[config.mk]
export PLATFORM = sky130hd
export DESIGN_NAME = display_scan_ctrl
export DESIGN_NICKNAME = d
export VERILOG_FILES = /design/src/rtl/display_scan_ctrl.sv
export SDC_FILE = /design/constraint.sdc
export NUM_CORES = 1
export LEC_CHECK = 0
export CORE_UTILIZATION = 30
export CTS_BUF_LIST = sky130_fd_sc_hd__clkbuf_2
export CTS_CLUSTER_DIAMETER = 100
export DETAILED_ROUTE_END_ITERATION = 8
export GPL_ROUTABILITY_DRIVEN = 0
export PLACE_DENSITY = 0.56
export REMOVE_ABC_BUFFERS = 1
export SETUP_SLACK_MARGIN = 0.3
export SKIP_LAST_GASP = 1
export SLEW_MARGIN = 20
export SYNTH_ARGS = -nofsm -noshare
export SYNTH_HDL_FRONTEND = slang
export SYNTH_SLANG_ARGS = --single-unit
[constraint.sdc]
create_clock -name clk -period 4 [get_ports clk]
set_input_delay 1.2 -clock clk [delete_from_list [all_inputs] [get_ports clk]]
set_output_delay 1.2 -clock clk [all_outputs]
set_load 0.05 [all_outputs]
[src/rtl/display_scan_ctrl.sv]
// Scan scheduler for an 8-digit seven-segment display: refresh timebase,
// digit select, per-slot blanking and active-low anode drive.
module display_scan_ctrl #(
   parameter int DIV   = 100000,
   parameter int BLANK = 1000
) (
   input  logic       clk,
   input  logic       reset,
   input  logic       enable,
   input  logic [7:0] digit_en,
   output logic [7:0] AN,
   output logic [2:0] seg_sel,
   output logic       slot_start,
   output logic       frame_done
);

   localparam int CW = (DIV > 1) ? $clog2(DIV) : 1;

   typedef enum logic [1:0] {S_IDLE, S_BLANK, S_DRIVE} state_t;

   // With no blanking interval a slot begins directly in DRIVE.
   localparam state_t SLOT_ENTRY = (BLANK == 0) ? S_DRIVE : S_BLANK;

   state_t          state_q, state_d;
   logic [CW-1:0]   cnt_q, cnt_d, cnt_inc;
   logic [2:0]      seg_q, seg_d;
   logic [7:0]      mask_q, mask_d;
   logic [7:0]      an_q, an_d;
   logic            ss_q, ss_d;
   logic            fd_q, fd_d;

   assign cnt_inc = cnt_q + 1'b1;

   always_comb begin
      state_d = state_q;
      cnt_d   = cnt_q;
      seg_d   = seg_q;
      mask_d  = mask_q;
      ss_d    = 1'b0;
      fd_d    = 1'b0;
      case (state_q)
         S_IDLE: begin
            cnt_d = '0;
            seg_d = 3'd0;
            if (enable) begin
               mask_d  = digit_en;
               ss_d    = 1'b1;
               state_d = SLOT_ENTRY;
            end
         end
         S_BLANK: begin
            cnt_d = cnt_inc;
            if (cnt_inc == CW'(BLANK))
               state_d = S_DRIVE;
         end
         S_DRIVE: begin
            if (cnt_q == CW'(DIV - 1)) begin
               cnt_d = '0;
               if (seg_q != 3'd7) begin
                  seg_d   = seg_q + 3'd1;
                  ss_d    = 1'b1;
                  state_d = SLOT_ENTRY;
               end else begin
                  fd_d  = 1'b1;
                  seg_d = 3'd0;
                  if (enable) begin
                     mask_d  = digit_en;
                     ss_d    = 1'b1;
                     state_d = SLOT_ENTRY;
                  end else begin
                     state_d = S_IDLE;
                  end
               end
            end else begin
               cnt_d = cnt_inc;
            end
         end
         default: state_d = S_IDLE;
      endcase

      // Anodes are computed from next-state values so AN stays a pure register.
      an_d = 8'hFF;
      if (state_d == S_DRIVE)
         an_d[seg_d] = ~mask_d[seg_d];
   end

   always_ff @(posedge clk or posedge reset) begin
      if (reset) begin
         state_q <= S_IDLE;
         cnt_q   <= '0;
         seg_q   <= 3'd0;
         mask_q  <= 8'h00;
         an_q    <= 8'hFF;
         ss_q    <= 1'b0;
         fd_q    <= 1'b0;
      end else begin
         state_q <= state_d;
         cnt_q   <= cnt_d;
         seg_q   <= seg_d;
         mask_q  <= mask_d;
         an_q    <= an_d;
         ss_q    <= ss_d;
         fd_q    <= fd_d;
      end
   end

   assign AN         = an_q;
   assign seg_sel    = seg_q;
   assign slot_start = ss_q;
   assign frame_done = fd_q;

endmodule

==> parameters.txt <==
Parameter                              Value

Outcome
  Status    finished clean

Clocking
  # H-tree levels    2
  Clk buf depth    2
  Number of buffers inserted during clock tree synthesis    5
  CTS Root Cell    sky130_fd_sc_hd__clkbuf_2
  Clock tree from TritonCTS    built
  Total clock sinks    40
  Clock transition at path regs    0.23 ns
  Resize count post-CTS    0
  Setup repair bufs after CTS    0
  Number of hold buffers added after CTS    0
  Insertion delay of the later-clocked pin in the worst-skew pair    about 0.42 ns

Cells and area
  Relative area change from synthesis to final layout    15.1%
  Number of fill cells in the layout    around 810
  Multi-input combinational cell area    between 0.001 and 0.0015 sq mm
  Sequential standard cell area    between 0.001 and 0.0015 sq mm
  Antenna Diode Count    0
  Leading cell type in the layout, fill and taps excluded    sky130_fd_sc_hd__dfrtp_1
  Top library cells by usage in the layout, fill and taps aside    sky130_fd_sc_hd__dfrtp_1, sky130_fd_sc_hd__nand2_1, sky130_fd_sc_hd__nor2_1, sky130_fd_sc_hd__clkdlybuf4s50_1
  Nets    312
  Final design area excluding fillers    0.00286 sq mm
  Share of final-layout standard cells stronger than drive strength 1    10.2%

Power and ir drop
  Pwr per Cell Area    around 390 mW/mm^2
  Static Leakage    between 1 and 1.5 nW
  Switching part of the total power    36.4%
  Worst IR Drop VDD    approximately 0.00018 V
  Design internal power    a little over 0.7 mW
  Relative contribution of combinational cells to total power    between 30% and 40%
  Share of total power in sequential cells    about 45%
  Clk network pwr share    22.4%
  Net switching power    ~0.41 mW

Floorplanning
  Number of primary I/O pins    24
  Total Die Area    around 0.0087 sq mm
  Overall die height    about 93 microns
  Horiz. Die Dim    93.0 microns
  Standard cell core area    approximately 0.008 sq mm
  Initial Utilization    around a third
  Floorplan row count    32

Worst setup path
  Cell chain of the critical path    clkdlybuf4s50_1
  Number of buffers and inverters on the critical path    1
  Top delay family on crit path    buffers and inverters
  Critical path launch point type    register
  Type of element capturing the critical path    primary output
  Crit Path Category    reg -> out
  Critical path's slowest cell    sky130_fd_sc_hd__clkdlybuf4s50_1
  Worst path max stage delay    around 0.79 ns
  Data arrival time of the critical path    1.80 ns
  Data required time of the critical path    2.80 ns
  Top fanout value on the critical path    1

Synth
  Primary FF master, synth    sky130_fd_sc_hd__dfrtp_1
  Avg Inst Size Synth    9.10 sq um
  Number of flops mapped to enable cells by yosys    0
  Fraction of registers with async set/reset    between 90% and 100%
  Post-synthesis instance area    about 0.0025 sq mm
  Instance count of the mapped netlist    273
  Library cells used by synthesis    52
  Register bit total from synthesis    40
  Ys Warns    0
  Share of synthesized area occupied by flip-flops and latches    about two fifths

Timing
  Slew at the pin closest to its max-slew limit    roughly 1.1 ns
  Final hold violations    0
  Worst Skew    0.0226 ns
  Max Clock Freq    roughly 0.33 GHz
  Number of max-slew violations in the final report    0
  Worst-case headroom to the max-slew limit    between 20% and 30%
  Setup repair after global routing missed its margin    false
  Setup Viol. Count Final    0
  Crit share post-route    about three quarters
  Setup TNS after final layout    0 ns
  Worst hold margin    about 0.60 ns
  Minimum period implied by the final worst setup slack    around 3.0 ns

Flow run
  Max-cap viol count    0

Placed design
  Detailed placer's ending HPWL    about 4.1 mm
  Cell area reported after detailed placement    0.00279 sq mm
  I/O Buffers    23

Global routing
  Largest net degree at the start of global routing    between 40 and 50
  Global Route Usage Sum    15.1%
  Number of antenna violations at the first check in global routing    0
  Wire length of the first global-routing pass    just over 10 mm
  Number of global-route vias before repair    between 2,000 and 2,500
  Remaining global-route overflow    0

Routing
  Starting DRT DRC Count    roughly 170
  Per-cell routed wire length    ~15 microns
  Number of nets still failing antenna checks after routing    0
  Via count    between 2,000 and 2,500
  DRC violations left    0
  Final Routed Wirelength    ~6.1 mm
  1st-pass router iterations    4
  DR vias/cell    ~5.5

Hold path
  Tightest Hold Check Type    reg -> reg
==> power groups by stage <==
stage          logic [mW]  registers (mW)  clock network, mW
5_1_grt             0.413           0.517              0.281
2_1_floorplan       0.266           0.513                  0
3_5_place_dp        0.365           0.514                  0
3_3_place_gp        0.361           0.512                  0
4_1_cts             0.368           0.506              0.261
6_report            0.368           0.506              0.252
==> path summary, 6_finish.rpt <==
check                           startpoint        end  slack [ns]  cells after the start
worst max-delay path                 AN[5]      AN[5]        1.00                      1
worst min-delay path             cnt_q[11]  cnt_q[11]        0.60                      1
min in group asynchronous            reset   cnt_q[2]        1.16                      3
worst min register to register   cnt_q[11]  cnt_q[11]        0.60                      1
worst max register to register    cnt_q[0]      AN[1]        1.19                      8
max in group asynchronous            reset      AN[2]        2.44                      3
==> synth_stat cells (all sizes together) (2+ instances only) <==
cell    count  share of area (%)
a211oi      2               0.60
a21o        3               0.91
a21oi      11                2.4
a22o       10                3.5
a311o       8                3.2
a31oi       8                2.0
and2        3               0.76
and3        3               0.76
and4        2               0.71
buf         7                1.9
clkbuf      7                1.1
dfrtp      32                 32
dfstp       8                8.5
ha          9                4.5
inv        12                1.8
mux2i       4                1.6
nand2      29                4.4
nand2b      5                1.3
nand3      15                3.0
nand3b      2               0.60
nand4      15                3.8
nor2       23                3.5
nor2b       4                1.0
nor3        5                1.2
o21ai      15                3.5
o21bai      2               0.60
o22ai       3               0.76
or3         4                1.0
or4b        3                1.4
xnor2       3                1.1
==> metrics by stage <==
step           setup slack, ns  cells  power, mW  utilization, %
2_1_floorplan             1.42    259      0.778               -
3_3_place_gp              1.01    387      0.872            35.4
3_5_place_dp             0.970    387      0.879            35.4
4_1_cts                  0.976    395       1.14            36.3
5_1_grt                  0.910    395       1.21            36.3
6_report                  1.00    395       1.13            36.3
==> layer usage <==
metal	track usage (%)	up-vias	share of wire [%]
li1	-	1047	-
met1	21.5	1079	51
met2	23.5	45	45
met3	2.93	5	3.6
met4	3.85	0	0.76
met5	0	-	0
==> sequential cells by signal (all words and copies together) (netlist names) <==
name and cells:
mask_q 8, AN 8, state_q 2, frame_done 1, slot_start 1, cnt_q 17, seg_sel 3
==> logic make-up (layout without fill, tap and decap cells) <==
kind of cell	after synthesis	after routing	share of synthesized area (%)
mux	5	5	2.06
buf+inv	26	46	4.73
flops	40	40	40.7
compound gates	71	71	20.7
xor+xnor	4	4	1.41
simple gates	118	118	25.9
fa+ha+maj	9	9	4.53
==> area by class of cell <==
type | count | area share, %
flip-flops and latches | 40 | 35.3
clock buffers | 5 | 0.875
multi-input cells | 207 | 47.4
inverters | 12 | 1.57
well taps | 102 | 4.46
clock inverters | 3 | 1.49
repair buffers | 26 | 8.84
Power figures use the tool's default switching activity.
